==> src/rtl/hazard_pkg.sv <==
// Shared types and constants for the pipeline hazard controller.
package hazard_pkg;

    // Multi-cycle M-extension unit: either idle or holding the pipeline.
    typedef enum logic {
        IDLE = 1'b0,
        BUSY = 1'b1
    } state_t;

    // Operand select value meaning "take the register-file read data".
    localparam int FWD_NONE = 0;

    // Default EX occupancy of multiply and divide instructions.
    localparam int MUL_LAT_DEFAULT = 2;
    localparam int DIV_LAT_DEFAULT = 33;

    // Select width able to encode "none" plus one code per producer stage.
    function automatic int sel_width(input int num_fwd);
        return $clog2(num_fwd + 1);
    endfunction

endpackage

==> src/rtl/fwd_select.sv <==
// Priority encoder choosing the nearest producer stage that writes one operand.
module fwd_select
    import hazard_pkg::*;
#(
    parameter int REG_ADDR_W = 5,
    parameter int NUM_FWD    = 3,
    parameter int SEL_W      = sel_width(NUM_FWD)
) (
    input  logic [REG_ADDR_W-1:0]         rs_addr,
    input  logic                          rs_used,
    input  logic [NUM_FWD-1:0]            w_en,
    input  logic [NUM_FWD*REG_ADDR_W-1:0] w_addr,
    output logic [SEL_W-1:0]              sel
);

    // Scan oldest to nearest so the lowest matching index is the last write and wins.
    always_comb begin
        // NOTE: give every combinational output a default before any branch, otherwise a latch is inferred.
        sel = SEL_W'(FWD_NONE);
        for (int i = NUM_FWD - 1; i >= 0; i--) begin
            // NOTE: blocking assignments inside always_comb so later iterations see earlier ones.
            if (rs_used && w_en[i] && (rs_addr != '0) &&
                (w_addr[i*REG_ADDR_W +: REG_ADDR_W] == rs_addr)) begin
                sel = SEL_W'(i + 1);
            end
        end
    end

endmodule

==> src/rtl/pipeline_hazard_controller.sv <==
// Hazard controller for the 5-stage RV32IM pipeline: operand forwarding,
// load-use bubbles, MUL/DIV busy stalls, branch flushes and a stall counter.
module pipeline_hazard_controller
    import hazard_pkg::*;
#(
    parameter int REG_ADDR_W = 5,
    parameter int NUM_FWD    = 3,
    parameter int SEL_W      = sel_width(NUM_FWD),
    parameter int MUL_LAT    = MUL_LAT_DEFAULT,
    parameter int DIV_LAT    = DIV_LAT_DEFAULT,
    parameter int CNT_W      = 32
) (
    input  logic                          CLK,
    input  logic                          RESET,
    input  logic [REG_ADDR_W-1:0]         RS1_ADDR,
    input  logic [REG_ADDR_W-1:0]         RS2_ADDR,
    input  logic                          RS1_USED,
    input  logic                          RS2_USED,
    input  logic [NUM_FWD-1:0]            W_EN_FWD,
    input  logic [NUM_FWD*REG_ADDR_W-1:0] W_ADDR_FWD,
    input  logic                          MEM_READ_S3,
    input  logic                          MULDIV_START,
    input  logic                          MULDIV_IS_DIV,
    input  logic                          BJ_SIG,
    output logic [SEL_W-1:0]              OP1_SEL,
    output logic [SEL_W-1:0]              OP2_SEL,
    output logic                          STALL_PC,
    output logic                          STALL_S1,
    output logic                          STALL_S2,
    output logic                          BUBBLE_S2,
    output logic                          BUBBLE_S3,
    output logic                          FLUSH_S1,
    output logic                          FLUSH_S2,
    output logic                          MULDIV_BUSY,
    output logic                          MULDIV_DONE,
    output logic [CNT_W-1:0]              STALL_CNT
);

    localparam int LAT_MAX = (DIV_LAT > MUL_LAT) ? DIV_LAT : MUL_LAT;
    localparam int CD_W    = $clog2(LAT_MAX + 1);

    state_t            state;
    logic [CD_W-1:0]   countdown;
    logic [CD_W-1:0]   start_lat;
    logic              done_q;
    logic              load_use;
    logic [CNT_W-1:0]  stall_cnt;

    fwd_select #(
        .REG_ADDR_W (REG_ADDR_W),
        .NUM_FWD    (NUM_FWD),
        .SEL_W      (SEL_W)
    ) u_fwd_op1 (
        .rs_addr (RS1_ADDR),
        .rs_used (RS1_USED),
        .w_en    (W_EN_FWD),
        .w_addr  (W_ADDR_FWD),
        .sel     (OP1_SEL)
    );

    fwd_select #(
        .REG_ADDR_W (REG_ADDR_W),
        .NUM_FWD    (NUM_FWD),
        .SEL_W      (SEL_W)
    ) u_fwd_op2 (
        .rs_addr (RS2_ADDR),
        .rs_used (RS2_USED),
        .w_en    (W_EN_FWD),
        .w_addr  (W_ADDR_FWD),
        .sel     (OP2_SEL)
    );

    // Remaining BUSY cycles after the start cycle; zero means single-cycle, no stall.
    assign start_lat = MULDIV_IS_DIV ? CD_W'(DIV_LAT - 1) : CD_W'(MUL_LAT - 1);

    // A load in S3 feeding S2 can only be forwarded one cycle later, from S4.
    // A taken branch squashes S2 anyway, and a starting MUL/DIV takes priority.
    assign load_use = MEM_READ_S3 && !BJ_SIG && !MULDIV_START &&
                      ((OP1_SEL == SEL_W'(1)) || (OP2_SEL == SEL_W'(1)));

    // Pipeline hold/bubble/flush controls derived from the FSM state and S3 events.
    always_comb begin
        STALL_PC  = 1'b0;
        STALL_S1  = 1'b0;
        STALL_S2  = 1'b0;
        BUBBLE_S2 = 1'b0;
        BUBBLE_S3 = 1'b0;
        FLUSH_S1  = 1'b0;
        FLUSH_S2  = 1'b0;
        if (state == BUSY) begin
            STALL_PC  = 1'b1;
            STALL_S1  = 1'b1;
            STALL_S2  = 1'b1;
            BUBBLE_S3 = 1'b1;
        end else begin
            FLUSH_S1 = BJ_SIG;
            FLUSH_S2 = BJ_SIG;
            if (load_use) begin
                STALL_PC  = 1'b1;
                STALL_S1  = 1'b1;
                BUBBLE_S2 = 1'b1;
            end
        end
    end

    // MUL/DIV busy FSM with countdown, registered DONE pulse, and saturating stall counter.
    always_ff @(posedge CLK) begin
        // NOTE: non-blocking assignments for all state so every register samples pre-edge values.
        if (RESET) begin
            state     <= IDLE;
            countdown <= '0;
            done_q    <= 1'b0;
            stall_cnt <= '0;
        end else begin
            if (STALL_PC && (stall_cnt != '1)) begin
                stall_cnt <= stall_cnt + CNT_W'(1);
            end
            case (state)
                IDLE: begin
                    if (MULDIV_START && !BJ_SIG && (start_lat != '0)) begin
                        state     <= BUSY;
                        countdown <= start_lat;
                        done_q    <= (start_lat == CD_W'(1));
                    end
                end
                BUSY: begin
                    countdown <= countdown - CD_W'(1);
                    if (countdown == CD_W'(1)) begin
                        state  <= IDLE;
                        done_q <= 1'b0;
                    end else begin
                        done_q <= (countdown == CD_W'(2));
                    end
                end
                default: begin
                    state <= IDLE;
                end
            endcase
        end
    end

    assign MULDIV_BUSY = (state == BUSY);
    assign MULDIV_DONE = done_q;
    assign STALL_CNT   = stall_cnt;

endmodule

==> config.mk <==
export PLATFORM = sky130hd
export DESIGN_NAME = pipeline_hazard_controller
export DESIGN_NICKNAME = d
export VERILOG_FILES = /design/src/rtl/hazard_pkg.sv /design/src/rtl/fwd_select.sv /design/src/rtl/pipeline_hazard_controller.sv
export SDC_FILE = /design/constraint.sdc
export NUM_CORES = 1
export LEC_CHECK = 0
export BUFFER_PORTS_ARGS = -buffer_cell sky130_fd_sc_hd__buf_2
export CAP_MARGIN = 20
export CELL_PAD_IN_SITES_DETAIL_PLACEMENT = 1
export CELL_PAD_IN_SITES_GLOBAL_PLACEMENT = 2
export CORE_UTILIZATION = 29
export DETAILED_ROUTE_END_ITERATION = 10
export GPL_TIMING_DRIVEN = 0
export HOLD_SLACK_MARGIN = 0.08
export PLACE_DENSITY = 0.88
export SLEW_MARGIN = 20
export SYNTH_ARGS = -nofsm -noshare
export SYNTH_HDL_FRONTEND = slang
export SYNTH_SLANG_ARGS = --single-unit
==> constraint.sdc <==
create_clock -name CLK -period 2.75 [get_ports CLK]
set_input_delay 0.4125 -clock CLK [delete_from_list [all_inputs] [get_ports CLK]]
set_output_delay 0.4125 -clock CLK [all_outputs]
set_load 0.02 [all_outputs]
# Yosys cells after proc, flatten, opt, wreduce, memory -nomap -nowiden
# Cells that the tools add are included.
# Widths: inputs -> output; s select.
[word_totals]
reg_bits = 40
inputBits = 36
out_inout_bits = 45
elab_cells = 70
[classes]
n_addsub = 2
eq_ne = 13
mux = 20
bitwise = 1
n_reduce_logical = 30
[op_table]
columns = ["operator", "n"]
rows = [
  ["$add 32x1->32 const B", 1],
  ["$ne 32x32->1 const B", 1],
  ["$eq 5x5->1", 6],
  ["$logic_and 1x1->1", 24],
  ["$eq 6x1->1 const B", 2],
  ["$mux 2", 6],
  ["$mux 6", 2],
  ["$pmux 6 s2", 1],
  ["$reduce_bool 5->1", 2],
  ["$mux 1", 9],
  ["$eq 6x2->1 const B", 1],
  ["$reduce_bool 6->1", 1],
  ["$sub 6x1->6 const B", 1],
  ["$eq 2x1->1 const B", 2],
  ["$pmux 1 s2", 2],
  ["$logic_not 1->1", 2],
  ["$ne 2x2->1 const B", 1],
  ["$logic_or 1x1->1", 1],
  ["$not 1->1", 1],
]

# Longest topological paths before layout
# Gate-level depths: netlist of run 1.
[depth]
ltp_word = 12
ltp_mapped = 9

# Cells and area by module
# Synthesis of run 1 repeated with hierarchy kept, for this count alone.
[hier_totals]
hier_cells = 329
area_unflattened_um2 = 2740.1
[by_module_without_submodules]
columns = ["mod", "instances", "cells_per_inst", "area_each_um2", "seq_area_each_um2"]
rows = [
  ["pipeline_hazard_controller", 1, 277, 2309.7, 800.8],
  ["fwd_select", 2, 26, 215.2, 0.0],
]

# Worst setup path before layout of run 1
# No wires, ideal clock.
[synth_timing]
path_type = "input -> output"
start = "in RS1_ADDR[0]"
end = "out STALL_S1"
arrival_ns = 1.874
required_time_ns = 2.338
slack_ns = 0.464
cell_stages = 6
path_cell_list = "or4_1 -> o21a_1 -> nand4_2 -> a21boi_1 -> or2_2 -> buf_4"
[synth_via]
elab_chain_cells = 11
word_cells_on_any_way = 18
classes_between = "eq/ne: 4; mux: 5; reduce/logical: 9"
[synth_lines]
columns = ["element", "line", "source"]
rows = [
  ["from (decl)", "pipeline_hazard_controller.sv:15", "input logic [REG_ADDR_W-1:0] RS1_ADDR,"],
  ["$reduce_bool 5->1", "fwd_select.sv:22", "if (rs_used && w_en[i] && (rs_addr != '0) &&"],
  ["$logic_and 1x1->1 (2 in series)", "fwd_select.sv:22", ""],
  ["$mux 2 (2 in series)", "fwd_select.sv:22", ""],
  ["$mux 2 *", "fwd_select.sv:22", ""],
  ["$eq 2x1->1 *", "pipeline_hazard_controller.sv:79", "((OP1_SEL == SEL_W'(1)) || (OP2_SEL == SEL_W'(1)));"],
  ["$logic_or 1x1->1 *", "pipeline_hazard_controller.sv:79", ""],
  ["$logic_and 1x1->1 *", "pipeline_hazard_controller.sv:78", "assign load_use = MEM_READ_S3 && !BJ_SIG && !MULDIV_START &&"],
  ["$mux 1 * (2 in series)", "-", ""],
  ["to (decl)", "pipeline_hazard_controller.sv:28", "output logic STALL_S1,"],
]
# Mark *: on every way between the ends. The rest lies on a longest branch, timed or not.

# Worst setup path in the final report of run 1
[layout_timing]
start = "in RS1_ADDR[0]"
end = "out STALL_S1"
[layout_via]
elab_chain_cells = 11
word_cells_on_any_way = 18
classes_between = "eq/ne: 4; mux: 5; reduce/logical: 9"
[layout_lines]
columns = ["element", "line", "source"]
rows = [
  ["$reduce_bool 5->1", "fwd_select.sv:22", ""],
  ["$logic_and 1x1->1 (2 in series)", "fwd_select.sv:22", ""],
  ["$mux 2 (2 in series)", "fwd_select.sv:22", ""],
  ["$mux 2 *", "fwd_select.sv:22", ""],
  ["$eq 2x1->1 *", "pipeline_hazard_controller.sv:79", ""],
  ["$logic_or 1x1->1 *", "pipeline_hazard_controller.sv:79", ""],
  ["$logic_and 1x1->1 *", "pipeline_hazard_controller.sv:78", ""],
  ["$mux 1 *", "pipeline_hazard_controller.sv:98", "if (load_use) begin"],
  ["$mux 1 *", "pipeline_hazard_controller.sv:90", "if (state == BUSY) begin"],
]
# Marked as above.

==> results of run 1 <==
## flip-flops by register name, summed over array words and instances (netlist names)
register / flops
countdown: 6
MULDIV_DONE: 1
STALL_CNT: 32
MULDIV_BUSY: 1
## cell families (layout without fill, tap and decap cells)
| family | Yosys count | in the layout | synth area share [%] |
|---|---|---|---|
| AO/OA/AOI/OAI | 52 | 52 | 12.1 |
| XOR/XNOR | 43 | 43 | 15.1 |
| adder cells (fa/ha/maj) | 4 | 4 | 2.00 |
| buffers and inverters | 21 | 108 | 4.20 |
| flip-flops | 40 | 40 | 32.0 |
| multiplexers | 5 | 5 | 2.40 |
| AND/OR/NAND/NOR | 139 | 139 | 32.3 |
## per-stage QoR
stage	util [%]	cell area [um^2]	cells
finish	37.5	3110	496
global route	37.5	3110	496
CTS	37.5	3110	496
detailed placement	36.5	3030	488
global placement	36.5	3030	488
floorplan	-	2500	304
## routing by layer
layer  vias up  global-route usage (%)  wire length [um]
li1       1254                       -                 -
met3        12                    3.54               236
met5         -                       0                 0
met2        41                    30.3              3740
met1      1229                    22.6              3480
met4         0                    5.43                99
## worst register-to-register path, cell delays in order (launching register included)
cell	delay [ps]
dfxtp_1	400
ha_1	200
nand3_1	150
nor3_2	450
and3_4	310
a21oi_2	100
and2_4	200
and3_1	210
mux2_4	290
## power by group
part	internal, W	leakage, nW	switching [W]
clock	0.000182	0.0424	0.000220
combinational	0.0000912	0.968	0.000135
sequential	0.000590	0.324	0.0000108
## worst max path at each step
stage / slack, ps / start / to
final: 150 / RS1_ADDR[0] / STALL_S1
after global routing: 40 / RS1_ADDR[0] / STALL_S1
after CTS: 140 / RS1_ADDR[0] / STALL_S1
after detailed placement: 140 / RS1_ADDR[0] / STALL_S1
after global placement: 160 / RS1_ADDR[0] / STALL_S1
after floorplan: 460 / RS1_ADDR[0] / STALL_S1
## placed cells by master (no fill, tap or decap), types with 2 or more instances in the layout
master	synthesis	routed
a21oi_1	18	18
a311oi_1	2	2
a31oi_1	2	2
and2_1	4	4
and3_1	6	6
and4_1	3	3
buf_2	2	81
buf_4	6	6
clkbuf_1	6	8
clkbuf_8	0	5
dfxtp_1	40	40
ha_1	4	4
inv_1	5	5
mux2_1	3	3
nand2_1	11	11
nand2b_1	3	3
nand3_1	20	20
nand3b_1	3	3
nand4_1	13	13
nand4_2	2	2
nor2_1	27	27
nor2b_1	9	9
nor3_1	6	6
nor4_1	7	7
o21a_1	3	3
o21ai_0	19	19
o31ai_1	3	3
or3_1	12	12
or4_1	4	4
xnor2_1	9	9
xor2_1	34	34
## area by class of cell
type,count,area [um^2],share of cell area [%]
clock inverter,1,8.76,0.281
buffer,16,86.3,2.77
sequential,40,801,25.7
timing repair buffer,79,395,12.7
tap,105,131,4.22
multi-input combinational,243,1600,51.3
clock buffer,7,76.3,2.45
inverter,5,18.8,0.603
==> results.py, run 1 <==
metrics = {
    "synth": {
        "synth_commonest_cells": "dfxtp_1, xor2_1, nor2_1",
        "synthCells": 304,
        "ys_types": 48,
        "synth_flop_cell": "dfxtp_1",
        "synth_area_per_cell_um2": 8.23,
        "yosysMostFrequentCell": "dfxtp_1",
        "async_flop_share_pct": 0,
        "synth_fp_nets": 344,
        "synth.largest_area_cell": "dfxtp_1",
        "synth.yosys.seq_area_share_pct": 32.0,
        "yosysWarnings": 0,
        "synth.area.top_cells": "dfxtp_1, xor2_1, nor2_1, nand3_1, o21ai_0",
        "synth_top_area_share_pct": 32.0,
        "synth_edf_count": 0,
        "ys_ff_latch": 40,
        "syn_area_um2": 2500,
    },
    "finish": {
        "n_fill_cell": 1039,
        "drive_gt1_share_pct": 26.9,
        "antennaDiodeCount": 0,
        "areaGrowthSynthToFinish_pct": 24.5,
        "nNetsFinal": 430,
    },
    "worst_setup_path": {
        "critPathMostFrequentCell": "buf_2",
        "crit_family": "simple AND/OR/NAND/NOR gates",
        "required_ps": 2340,
        "cp_num_cells": 8,
        "r2r_slack_ps": 350,
        "rr_endpoint": "STALL_CNT[30]",
        "r2r_cells": 8,
        "worst-path-buf-inv": 3,
        "timing.rr.start": "STALL_CNT[0]",
        "cp.arrival_ps": 2190,
        "start_kind": "input port",
        "slowest_stage": "or4_1",
        "end_kind": "primary output",
        "critical_path.max_stage_delay_ps": 540,
        "crit_chain": "buf_2 -> or4_1 -> o21a_1 -> nand4_2 -> a21boi_1 -> or2_2 -> buf_4 -> buf_2",
        "criticalPathCategory": "in -> out",
        "crit_fanout": 4,
    },
    "timing": {
        "maxSlewHeadroom_pct": 61.9,
        "worst_slew_pin_slew_ps": 572,
        "rsz0062_at_grt": "no",
        "post-route-period-util_pct": 94.5,
        "maxSlewViolCount": 0,
        "finalSetupTns_ps": 0,
        "hold_violations": 0,
        "setup_violations": 0,
        "fmax_ghz": 0.385,
        "fin_crit_ps": 2600,
        "fin_ws_ps": 151,
        "whs_ps": 458,
        "skew_ps": 10.3,
    },
    "floorplan": {
        "core_area_um2": 8300,
        "num_rows": 33,
        "pin_count": 81,
        "start_util_pct": 30.2,
        "die_area_um2": 9000,
        "fp.dieH_um": 94.9,
        "die_w_um": 94.9,
    },
    "clock_network": {
        "ctsHoldBuffers": 0,
        "post_cts_buffers": 0,
        "clkSinkCount": 40,
        "clk_latency_ps": 300,
        "htree_levels": 2,
        "cts_tree": "done",
        "cts.repair.resized": 0,
        "clkTransAtPathRegs_ps": 80,
        "cts_buffer_depth": 2,
        "numCtsBuffers": 5,
        "root_buffer": "clkbuf_8",
    },
    "min_path": {
        "worstHoldPathCells": 3,
        "holdPathEnd": "countdown[5]",
        "worstHoldStart": "MULDIV_IS_DIV",
        "hold_path_class": "in -> reg",
    },
    "route": {
        "via_per_inst": 5.11,
        "drc": 0,
        "routed_wire_length_per_instance_um": 15.2,
        "drtPass1Iterations": 4,
        "antenna_left": 0,
        "via_count": 2536,
        "wirelength_um": 7560,
        "first_iter_violations": 67,
    },
    "place": {
        "gp_congestion": 0.853,
        "pre_cts_slack_ps": 135,
        "port_buffers": 79,
        "dp_hpwl_um": 6000,
    },
    "global_route": {
        "grt_pass1_wl_um": 12600,
        "grt_overflow": 0,
        "grt_pass1_vias": 2640,
        "track_usage_pct": 17.8,
        "grt_max_degree": 13,
        "grt_antenna_before_repair": 0,
    },
    "power": {
        "power.total_w": 0.00123,
        "p_leak_nw": 1.33,
        "ir_drop_mv": 0.170,
        "powerDensity_nw_per_um2": 395,
    },
    "flow_run": {
        "maxCapViolCount": 0,
    },
    "outcome": {
        "status": "finished clean",
    },
}
(Power assumes the default switching activity.)
==> run 2, diff against run 1 <==
--- a/config.mk
+++ b/config.mk
@@ -11,9 +11,9 @@
 export CELL_PAD_IN_SITES_GLOBAL_PLACEMENT = 2
 export CORE_UTILIZATION = 29
 export DETAILED_ROUTE_END_ITERATION = 10
-export GPL_TIMING_DRIVEN = 0
 export HOLD_SLACK_MARGIN = 0.08
 export PLACE_DENSITY = 0.88
+export REMOVE_ABC_BUFFERS = 1
 export SLEW_MARGIN = 20
 export SYNTH_ARGS = -nofsm -noshare
 export SYNTH_HDL_FRONTEND = slang
==> results.py, run 2 (same netlist as run 1, synthesis figures left out) <==
metrics = {
    "clock_network": {
        "cts.repair.resized": 0,
        "cts_tree": "done",
        "htree_levels": 2,
        "clkTransAtPathRegs_ps": 80,
        "clk_latency_ps": 300,
        "root_buffer": "clkbuf_8",
        "cts_buffer_depth": 2,
        "numCtsBuffers": 5,
        "ctsHoldBuffers": 0,
        "post_cts_buffers": 0,
        "clkSinkCount": 40,
    },
    "floorplan": {
        "core_area_um2": 8300,
        "die_w_um": 94.9,
        "start_util_pct": 30.2,
        "num_rows": 33,
        "fp.dieH_um": 94.9,
        "pin_count": 81,
        "die_area_um2": 9000,
    },
    "route": {
        "via_per_inst": 5.16,
        "routed_wire_length_per_instance_um": 14.5,
        "via_count": 2521,
        "drt-met1-wl_um": 3290,
        "drc": 0,
        "first_iter_violations": 72,
        "topRoutingLayerUsed": "met4",
        "wirelength_um": 7100,
        "antenna_left": 0,
        "wl_met2_um": 3460,
        "drtPass1Iterations": 4,
        "wl_met3_um": 275,
    },
    "power": {
        "power.total_w": 0.00134,
        "ir_drop_mv": 0.183,
        "p_leak_nw": 1.35,
        "powerDensity_nw_per_um2": 428,
    },
    "worst_setup_path": {
        "timing.rr.start": "STALL_CNT[0]",
        "crit_fanout": 4,
        "crit_family": "simple AND/OR/NAND/NOR gates",
        "required_ps": 2340,
        "slowest_stage": "or4_1",
        "critical_path.max_stage_delay_ps": 540,
        "end_kind": "primary output",
        "crit_chain": "buf_2 -> or4_1 -> o21a_1 -> nand4_2 -> a21boi_1 -> or2_2 -> buf_2",
        "cp.arrival_ps": 2020,
        "start_kind": "input port",
        "r2r_slack_ps": 470,
        "critPathMostFrequentCell": "buf_2",
        "rr_endpoint": "STALL_CNT[30]",
        "criticalPathCategory": "in -> out",
        "r2r_cells": 9,
        "worst-path-buf-inv": 2,
    },
    "finish": {
        "final_common_cell": "buf_2",
        "design_area_um2": 3130,
        "final_cell_mix": "buf_2, dfxtp_1, xor2_1, nor2_1, nand3_1",
        "areaGrowthSynthToFinish_pct": 25.0,
        "n_fill_cell": 1044,
        "final_util_pct": 37.7,
        "antennaDiodeCount": 0,
        "nNetsFinal": 423,
        "drive_gt1_share_pct": 27.9,
        "largest_reg_flops": 32,
    },
    "timing": {
        "maxSlewViolCount": 0,
        "skew_ps": 7.07,
        "worst_slew_pin_slew_ps": 638,
        "finalSetupTns_ps": 0,
        "maxSlewHeadroom_pct": 57.5,
        "whs_ps": 455,
        "setup_violations": 0,
        "post-route-period-util_pct": 88.5,
        "fin_crit_ps": 2430,
        "fmax_ghz": 0.411,
        "rsz0062_at_grt": "no",
        "hold_violations": 0,
    },
    "global_route": {
        "grt_pass1_vias": 2489,
        "grt_antenna_before_repair": 0,
        "grt_overflow": 0,
        "grt_pass1_wl_um": 11900,
        "track_usage_pct": 16.7,
        "grt_max_degree": 35,
    },
    "min_path": {
        "worstHoldPathCells": 3,
        "worstHoldStart": "MULDIV_IS_DIV",
        "hold_path_class": "in -> reg",
        "holdPathEnd": "countdown[5]",
    },
    "flow_run": {
        "maxCapViolCount": 0,
    },
    "place": {
        "port_buffers": 80,
        "dp_hpwl_um": 5490,
        "gp_congestion": 0.788,
        "dpl_cell_area_um2": 3010,
    },
    "outcome": {
        "status": "finished clean",
    },
}
==> run 2: cell count changes in the layout (fill, tap and decap cells not counted) <==
cell / change
clkbuf_2: -1
clkbuf_8: +1
buf_1: -1
buf_2: -1
bufinv_16: +1
buf_4: +2
clkbuf_1: -8
==> run 2: worst reg2reg max path: stages (launching register included) <==
cell     delay (ps)
dfxtp_1         420
ha_1            200
nand3_1         140
nor3_2          250
and3_4          260
a21oi_2          80
buf_4           170
and2_4          180
and3_1          190
mux2_4          290
==> run 2: per-stage QoR <==
step | std cells | setup slack, ps
floorplan | 288 | 145
global placement | 481 | 328
finish | 489 | 316
global route | 489 | 231
detailed placement | 481 | 240
CTS | 489 | 295
==> run 2: report_power, final <==
group / total (W) / switching [W] / leakage [nW] / internal [W]
clock: 0.000522 / 0.000225 / 0.0614 / 0.000297
combinational: 0.000216 / 0.000128 / 0.964 / 0.0000884
sequential: 0.000602 / 0.0000112 / 0.324 / 0.000590
==> run 2: final cells by class <==
| cell class | instances | area (um^2) | share of cell area [%] |
|---|---|---|---|
| inverters | 5 | 18.8 | 0.600 |
| clock inverters | 2 | 38.8 | 1.24 |
| flip-flops and latches | 40 | 801 | 25.6 |
| clock buffers | 6 | 82.6 | 2.64 |
| well taps | 105 | 131 | 4.20 |
| multi-input cells | 243 | 1600 | 51.0 |
| repair buffers | 88 | 460 | 14.7 |
==> run 2: worst max path at each step <==
| stage | startpoint | cells after the start | slack, ps | end |
|---|---|---|---|---|
| after global placement | RS2_ADDR[1] | 9 | 330 | STALL_CNT[15] |
| after detailed placement | RS1_ADDR[0] | 9 | 240 | STALL_CNT[24] |
| after floorplan | MULDIV_BUSY | 5 | 140 | STALL_CNT[11] |
| final | RS1_ADDR[0] | 7 | 320 | STALL_PC |
| after CTS | RS1_ADDR[0] | 7 | 300 | STALL_PC |
| after global routing | RS1_ADDR[0] | 7 | 230 | STALL_PC |
==> run 2: metal layers <==
layer | up-vias | global-route usage (%)
li1 | 1244 | -
met1 | 1227 | 21.5
met2 | 44 | 28.3
met3 | 6 | 3.30
met4 | 0 | 4.04
met5 | - | 0
==> run 3, diff against run 2 <==
--- a/config.mk
+++ b/config.mk
@@ -9,6 +9,7 @@
 export CAP_MARGIN = 20
 export CELL_PAD_IN_SITES_DETAIL_PLACEMENT = 1
 export CELL_PAD_IN_SITES_GLOBAL_PLACEMENT = 2
+export CORE_MARGIN = 2
 export CORE_UTILIZATION = 29
 export DETAILED_ROUTE_END_ITERATION = 10
 export HOLD_SLACK_MARGIN = 0.08
==> constraint.sdc (replaced) <==
create_clock -name CLK -period 2.75 [get_ports CLK]
set_input_delay 0.4125 -clock CLK [delete_from_list [all_inputs] [get_ports CLK]]
set_output_delay 0.4125 -clock CLK [all_outputs]
set_load 0.05 [all_outputs]
==> results.py, run 3 (same netlist as run 1, synthesis figures left out) <==
metrics = {
    "outcome": {
        "status": "finished clean",
    },
    "worst_setup_path": {
        "endpoint": "STALL_S1",
        "crit_start": "RS1_ADDR[0]",
        "rr_endpoint": "STALL_CNT[31]",
        "r2r_cells": 8,
        "cp.arrival_ps": 2080,
        "start_kind": "input port",
        "criticalPathCategory": "in -> out",
        "r2r_slack_ps": 470,
        "crit_fanout": 4,
        "timing.rr.start": "STALL_CNT[14]",
        "required_ps": 2340,
        "end_kind": "primary output",
    },
    "floorplan": {
        "num_rows": 33,
        "start_util_pct": 30.2,
        "die_w_um": 96.9,
        "fp.dieH_um": 96.9,
        "core_area_um2": 8300,
        "pin_count": 81,
        "die_area_um2": 9390,
    },
    "power": {
        "p_leak_nw": 1.36,
        "powerDensity_nw_per_um2": 439,
        "ir_drop_mv": 0.169,
    },
    "route": {
        "via_count": 2499,
        "drc": 0,
        "drtPass1Iterations": 4,
        "first_iter_violations": 39,
        "routed_wire_length_per_instance_um": 14.7,
        "wirelength_um": 7220,
        "antenna_left": 0,
        "via_per_inst": 5.10,
    },
    "global_route": {
        "grt_overflow": 0,
        "track_usage_pct": 15.4,
        "grt_max_degree": 37,
        "grt_pass1_vias": 2556,
        "grt_pass1_wl_um": 12200,
        "grt_antenna_before_repair": 0,
    },
    "clock_network": {
        "root_buffer": "clkbuf_8",
        "cts_tree": "done",
        "numCtsBuffers": 5,
        "cts.repair.resized": 0,
        "cts_buffer_depth": 2,
        "clkTransAtPathRegs_ps": 80,
        "htree_levels": 2,
        "clk_latency_ps": 300,
        "post_cts_buffers": 0,
        "clkSinkCount": 40,
        "ctsHoldBuffers": 0,
    },
    "place": {
        "dpl_cell_area_um2": 3020,
        "port_buffers": 80,
        "dp_hpwl_um": 5670,
        "pre_cts_slack_ps": 241,
        "gp_congestion": 0.893,
    },
    "finish": {
        "drive_gt1_share_pct": 28.1,
        "design_area_um2": 3140,
        "final_common_cell": "buf_2",
        "final_cell_mix": "buf_2, dfxtp_1, xor2_1, nor2_1, nand3_1",
        "antennaDiodeCount": 0,
        "areaGrowthSynthToFinish_pct": 25.5,
        "final_util_pct": 37.9,
        "largest_reg_flops": 32,
        "n_fill_cell": 1016,
        "nNetsFinal": 424,
    },
    "timing": {
        "fin_ws_ps": 256,
        "fin_crit_ps": 2490,
        "fmax_ghz": 0.401,
        "maxSlewViolCount": 0,
        "rsz0062_at_grt": "no",
        "post-route-period-util_pct": 90.7,
        "worst_slew_pin_slew_ps": 672,
        "finalSetupTns_ps": 0,
        "maxSlewHeadroom_pct": 55.2,
        "skew_ps": 9.28,
        "setup_violations": 0,
        "hold_violations": 0,
    },
    "flow_run": {
        "maxCapViolCount": 0,
    },
    "min_path": {
        "worstHoldStart": "MULDIV_IS_DIV",
        "hold_path_class": "in -> reg",
    },
}
## run 3: cell count changes in the layout (fill, tap and decap cells not counted)
cell,delta
clkinv_4,-1
clkbuf_8,+1
buf_4,+1
## run 3: report_power, final
| part | switching (W) | leakage, nW | internal [W] | total [W] |
|---|---|---|---|---|
| clock network | 0.000213 | 0.0645 | 0.000320 | 0.000534 |
| logic | 0.000156 | 0.968 | 0.0000893 | 0.000245 |
| registers | 0.0000112 | 0.324 | 0.000590 | 0.000601 |
## run 3: metal layers
layer  share of wire (%)  wire, um  up-vias  track usage [%]
met5                   0         0        -                0
met4                 1.2        90        0             3.90
met3                 3.5       255        9             2.89
met2                  48      3490       48             26.7
met1                  47      3380     1196             19.8
li1                    -         -     1246                -
## run 3: metrics by stage
stage,std cells,power [W],hold slack [ps]
global placement,482,0.000856,468
detailed placement,482,0.000862,477
CTS,490,0.00140,454
floorplan,288,0.000757,443
finish,490,0.00138,457
global route,490,0.00145,502
## run 3: layout make-up
type	count	area, um^2	area share [%]
well taps	105	131	4.18
clock inverters	1	30.0	0.956
multi-input cells	243	1600	50.8
flip-flops and latches	40	801	25.5
repair buffers	89	468	14.9
clock buffers	7	96.3	3.07
inverters	5	18.8	0.597
## run 3: critical path, cell delays in order
cell	delay [ps]
buf_2	140
or4_1	540
o21a_1	210
nand4_2	150
a21boi_1	110
or2_2	290
buf_2	220
## run 3: worst min-delay path by stage
stage,cells past startpoint,slack [ps],end
finish,3,460,countdown[5]
global route,3,500,countdown[5]
CTS,3,450,countdown[5]
detailed placement,1,480,countdown[3]
global placement,1,470,countdown[3]
floorplan,1,440,countdown[3]
